==> config.mk <==
export PLATFORM = sky130hd
export DESIGN_NAME = dffr_pipe_bank
export DESIGN_NICKNAME = d
export VERILOG_FILES = /design/src/rtl/dffr_pipe_pkg.sv /design/src/rtl/dffr_pipe_stage.sv /design/src/rtl/dffr_pipe_bank.sv
export SDC_FILE = /design/constraint.sdc
export NUM_CORES = 1
export LEC_CHECK = 0
export CORE_MARGIN = 1
export CORE_UTILIZATION = 43
export DETAILED_ROUTE_END_ITERATION = 6
export PLACE_DENSITY = 0.82
export SLEW_MARGIN = 20
export SYNTH_ARGS = -nofsm -noshare
export SYNTH_HDL_FRONTEND = slang
export SYNTH_HIERARCHICAL = 1
export SYNTH_SLANG_ARGS = --single-unit
export TNS_END_PERCENT = 20
==> constraint.sdc <==
create_clock -name CK -period 0.8 [get_ports CK]
set_input_delay 0.16 -clock CK [delete_from_list [all_inputs] [get_ports CK]]
set_output_delay 0.16 -clock CK [all_outputs]
set_load 0.01 [all_outputs]
==> src/rtl/dffr_pipe_pkg.sv <==
// dffr_pipe_pkg: shared constants and helpers for the scannable reset pipeline bank
package dffr_pipe_pkg;
  localparam int WIDTH_DEF = 8;
  localparam int DEPTH_DEF = 2;
  localparam int WIDTH_MIN = 1;
  localparam int WIDTH_MAX = 64;
  localparam int DEPTH_MIN = 1;
  localparam int DEPTH_MAX = 16;
  function automatic int chain_len(input int width, input int depth);
    return depth * (width + 1);
  endfunction
endpackage

==> src/rtl/dffr_pipe_stage.sv <==
// dffr_pipe_stage: one pipeline stage (data word plus valid tag) with advance/hold/shift and async reset
module dffr_pipe_stage import dffr_pipe_pkg::*; #(
  parameter int WIDTH = WIDTH_DEF,
  parameter logic [WIDTH-1:0] RESET_VAL = '0
) (
  input  logic             ck,
  input  logic             rn,
  input  logic             en,
  input  logic             se,
  input  logic [WIDTH-1:0] d,
  input  logic             dv,
  input  logic             si,
  output logic [WIDTH-1:0] q,
  output logic             v
);
  // s[0] is scan-nearest to si, s[WIDTH] is the tag and the stage's scan exit
  logic [WIDTH:0] s, s_nxt;
  always_comb s_nxt = se ? {s[WIDTH-1:0], si} : en ? {dv, d} : s;
  always_ff @(posedge ck or negedge rn)
    if (!rn) s <= {1'b0, RESET_VAL};
    else s <= s_nxt;
  assign q = s[WIDTH-1:0];
  assign v = s[WIDTH];
endmodule

==> src/rtl/dffr_pipe_bank.sv <==
// dffr_pipe_bank: DEPTH-stage valid-tagged pipeline with async active-low reset and a full scan chain
module dffr_pipe_bank import dffr_pipe_pkg::*; #(
  parameter int WIDTH = WIDTH_DEF,
  parameter int DEPTH = DEPTH_DEF,
  parameter logic [WIDTH-1:0] RESET_VAL = '0
) (
  input  logic             CK,
  input  logic             RN,
  input  logic [WIDTH-1:0] D,
  input  logic             DV,
  input  logic             EN,
  input  logic             SE,
  input  logic             SI,
  output logic [WIDTH-1:0] Q,
  output logic [WIDTH-1:0] QN,
  output logic             QV,
  output logic             SO
);
  if (WIDTH < WIDTH_MIN || WIDTH > WIDTH_MAX || DEPTH < DEPTH_MIN || DEPTH > DEPTH_MAX) begin : g_bad_param
    $error("dffr_pipe_bank: WIDTH/DEPTH out of range");
  end
  // element k feeds stage k; element k+1 is stage k's registered output
  logic [WIDTH-1:0] dch [DEPTH+1];
  logic             vch [DEPTH+1];
  assign dch[0] = D;
  assign vch[0] = DV;
  for (genvar k = 0; k < DEPTH; k++) begin : g_stage
    dffr_pipe_stage #(.WIDTH(WIDTH), .RESET_VAL(RESET_VAL)) u_stage (
      .ck(CK),
      .rn(RN),
      .en(EN),
      .se(SE),
      .d(dch[k]),
      .dv(vch[k]),
      .si(k == 0 ? SI : vch[k]),
      .q(dch[k+1]),
      .v(vch[k+1])
    );
  end
  assign Q  = dch[DEPTH];
  assign QN = ~dch[DEPTH];
  assign QV = vch[DEPTH];
  assign SO = vch[DEPTH];
endmodule

==> run_results.csv <==
group,metric,value,unit
status,run_status,"finished with violations",
status,failed_checks,"negative setup slack",
critical_path,setup.reg_to_reg.worst_slack,-0.18,ns
critical_path,reg2reg_to,"g_stage[1].u_stage/s[5]$_DFFE_PN0P_",
run,maxCapViolations,0,
synth,syn_nets,101,
sta,hold_viol_final,0,
drt,detail_route.drc_violations,0,
final_layout,num_antenna_cells,0,
drt,ant_nets,0,
synth,netlist_instances,87,
critical_path,timing.critical_path.buf_inv,3,
sta,setup-violations-final,28,
clock_tree,clock_sinks,18,
final_layout,layout-drive-gt1-share,0.353,
global_route,maximum_number_of_pins_on_one_net_before_global_route_repair,37,
global_route,grt_antenna_before_repair,0,
clock_tree,cts.root.buffer_cell,"sky130_fd_sc_hd__clkbuf_4",
critical_path,cp.arrival,0.95,ns
critical_path,max_fo_critical_path,2,
drt,via_per_inst,4.66,
critical_path,critical_path_required,0.64,ns
worst_hold_path,hold_class,"input port to asynchronous set/reset pin",
critical_path,critPathTopFamily,"flip-flops",
clock_tree,cts-root-to-sink-buffers,2,
sta,slew_violations,0,
floorplan,dieArea,2280,sq um
sta,min_period,1.11,ns
synth,syn_area,901,sq um
sta,final.setup.tns,-5.01,ns
synth,synth-warning-count,6,
final_layout,top_regs,"g_stage.u_stage/s: 18 flops",
floorplan,rows,16,
critical_path,critPathCaptureType,"primary output",
final_layout,largest_register_ffs,18,
final_layout,design.final.nets,148,
synth,synthesized_area_per_cell,10.4,sq um
final_layout,highest_count_cells_in_the_layout_ignoring_fill_and_taps,"sky130_fd_sc_hd__nand2_1, sky130_fd_sc_hd__dfrtp_1, sky130_fd_sc_hd__mux2i_1",
critical_path,critPathMaxStageDelay,0.41,ns
final_layout,nFillCells,173,
critical_path,crit_path_top_delay_cell,"sky130_fd_sc_hd__dfrtp_1",
drt,wl_per_cell,12.1,microns
final_layout,final_core_utilization,0.683,
clock_tree,clk-insertion-delay-late,0.29,ns
clock_tree,tritoncts.num_buffers,3,
drt,routed_wl,1930,microns
sta,fin_ws,-0.309,ns
floorplan,ios,32,
place,placement.io_buffers,31,
critical_path,start_kind,"flop",
power,leakagePower,0.680,nW
drt,routed-via-count,745,
final_layout,registers.top_by_ff_count,"g_stage.u_stage/s",
critical_path,timing.rr.start,"g_stage[1].u_stage/s[5]$_DFFE_PN0P_",
sta,maxClockFrequency,902,MHz
sta,rsz0062_at_grt,"yes",
power,power.density,1930,nW/um^2
critical_path,r2r.worst_path.cells,4,
global_route,gr-total-overflow,0,
global_route,vias_in_the_first_global_route,674,
final_layout,synthToLayoutAreaGrowth,48.8,%
floorplan,initial_utilization,0.459,
synth,synth.yosys.seq_area_share,0.500,
drt,drt_first_iter_violations,10,
clock_tree,htree_num_levels,1,
clock_tree,path_clk_slew,0.10,ns
floorplan,die-height,47.8,microns
synth,synth-seq-cells,18,
power,vdd_drop_max,1040,uV
sta,worst_slew_margin_rel,0.879,
place,gp_congestion,0.739,
floorplan,die_w,47.8,microns
power,fin_total_pwr,2.59,mW
synth,ys_types,8,
global_route,global_route.usage.total,0.195,
critical_path,critical_path_class,"flop to primary output",
critical_path,critPathLaunch,"g_stage[1].u_stage/s[7]$_DFFE_PN0P_",
sta,timing_worst_slew_pin_value,0.177,ns
global_route,grt_first_pass_wirelength,2950,microns
clock_tree,clock_tree_from_tritoncts,"done",
drt,firstDrtPassIters,4,
floorplan,placeableCoreArea,1960,sq um
critical_path,crit_chain,"buf_6 -> inv_2 -> buf_6",
critical_path,timing.critical_path.mode_cell,"sky130_fd_sc_hd__buf_6",
sta,maximum_clock_skew_at_final_layout,0.00717,ns
place,place_worst_setup_slack,-0.485,ns
sta,timing.final.crit_share,1.39,
place,dpl.hpwl,1330,microns
## cell usage after synthesis
| cell | instances | share of area |
|---|---|---|
| sky130_fd_sc_hd__mux2i_1 | 18 | 0.20 |
| sky130_fd_sc_hd__inv_1 | 8 | 0.033 |
| sky130_fd_sc_hd__dfrtp_1 | 18 | 0.50 |
| sky130_fd_sc_hd__nand2_1 | 18 | 0.075 |
| sky130_fd_sc_hd__buf_6 | 4 | 0.050 |
| sky130_fd_sc_hd__o21ai_1 | 14 | 0.078 |
| sky130_fd_sc_hd__buf_4 | 3 | 0.025 |
| sky130_fd_sc_hd__o21ai_2 | 4 | 0.039 |
## layout make-up
cell class                      instances  area, sq um  share of cell area
Tap cell                               27         33.8              0.0252
Timing Repair Buffer                   49          420               0.314
Clock buffer                            4         36.3              0.0271
Sequential cell                        18          450               0.336
Inverter                                8         30.0              0.0224
Multi-Input combinational cell         54          369               0.275
## cell families (layout without fill, tap and decap cells)
group,after synthesis,count (layout),share of synthesized area
AND/OR/NAND/NOR,18,18,0.0750
flip-flops,18,18,0.500
multiplexers,18,18,0.200
AO/OA/AOI/OAI,18,18,0.117
buffers and inverters,15,61,0.108
## routing by layer
layer  vias up  part of all wire  GRT usage
li1        376                 -          -
met1       342              0.41      0.220
met2        25              0.53      0.357
met3         2             0.059     0.0340
met4         0            0.0072     0.0833
met5         -                 0          0
## power by group
group          internal, mW  leakage [nW]  switching, mW
registers              1.04         0.226          0.108
logic                 0.509         0.433          0.385
clock network         0.277        0.0210          0.270
## stage by stage
stage,hold slack (ns),area (sq um),instances
global placement,0.501,1310,150
floorplan,-0.136,901,87
finish,0.225,1340,160
global route,0.218,1340,160
detailed placement,0.509,1310,150
CTS,0.224,1320,160
## worst max path at each step
stage                     cells past startpoint                             endpoint  slack (ns)
after floorplan                               2  g_stage[1].u_stage/s[5]$_DFFE_PN0P_        0.06
after global placement                        4  g_stage[0].u_stage/s[5]$_DFFE_PN0P_       -0.47
after detailed placement                      4  g_stage[0].u_stage/s[7]$_DFFE_PN0P_       -0.49
after CTS                                     2                                 Q[7]       -0.32
after global routing                          3                                QN[7]       -0.36
final                                         3                                QN[7]       -0.31
## timing repair
item,CTS,global route
hold buffers,0,0
hold endpoints to repair,0,0
resized for setup,78,5
endpoints found under the setup margin,36,33
setup buffers,6,0
Note: power is estimated with default switching activity, not from simulation.
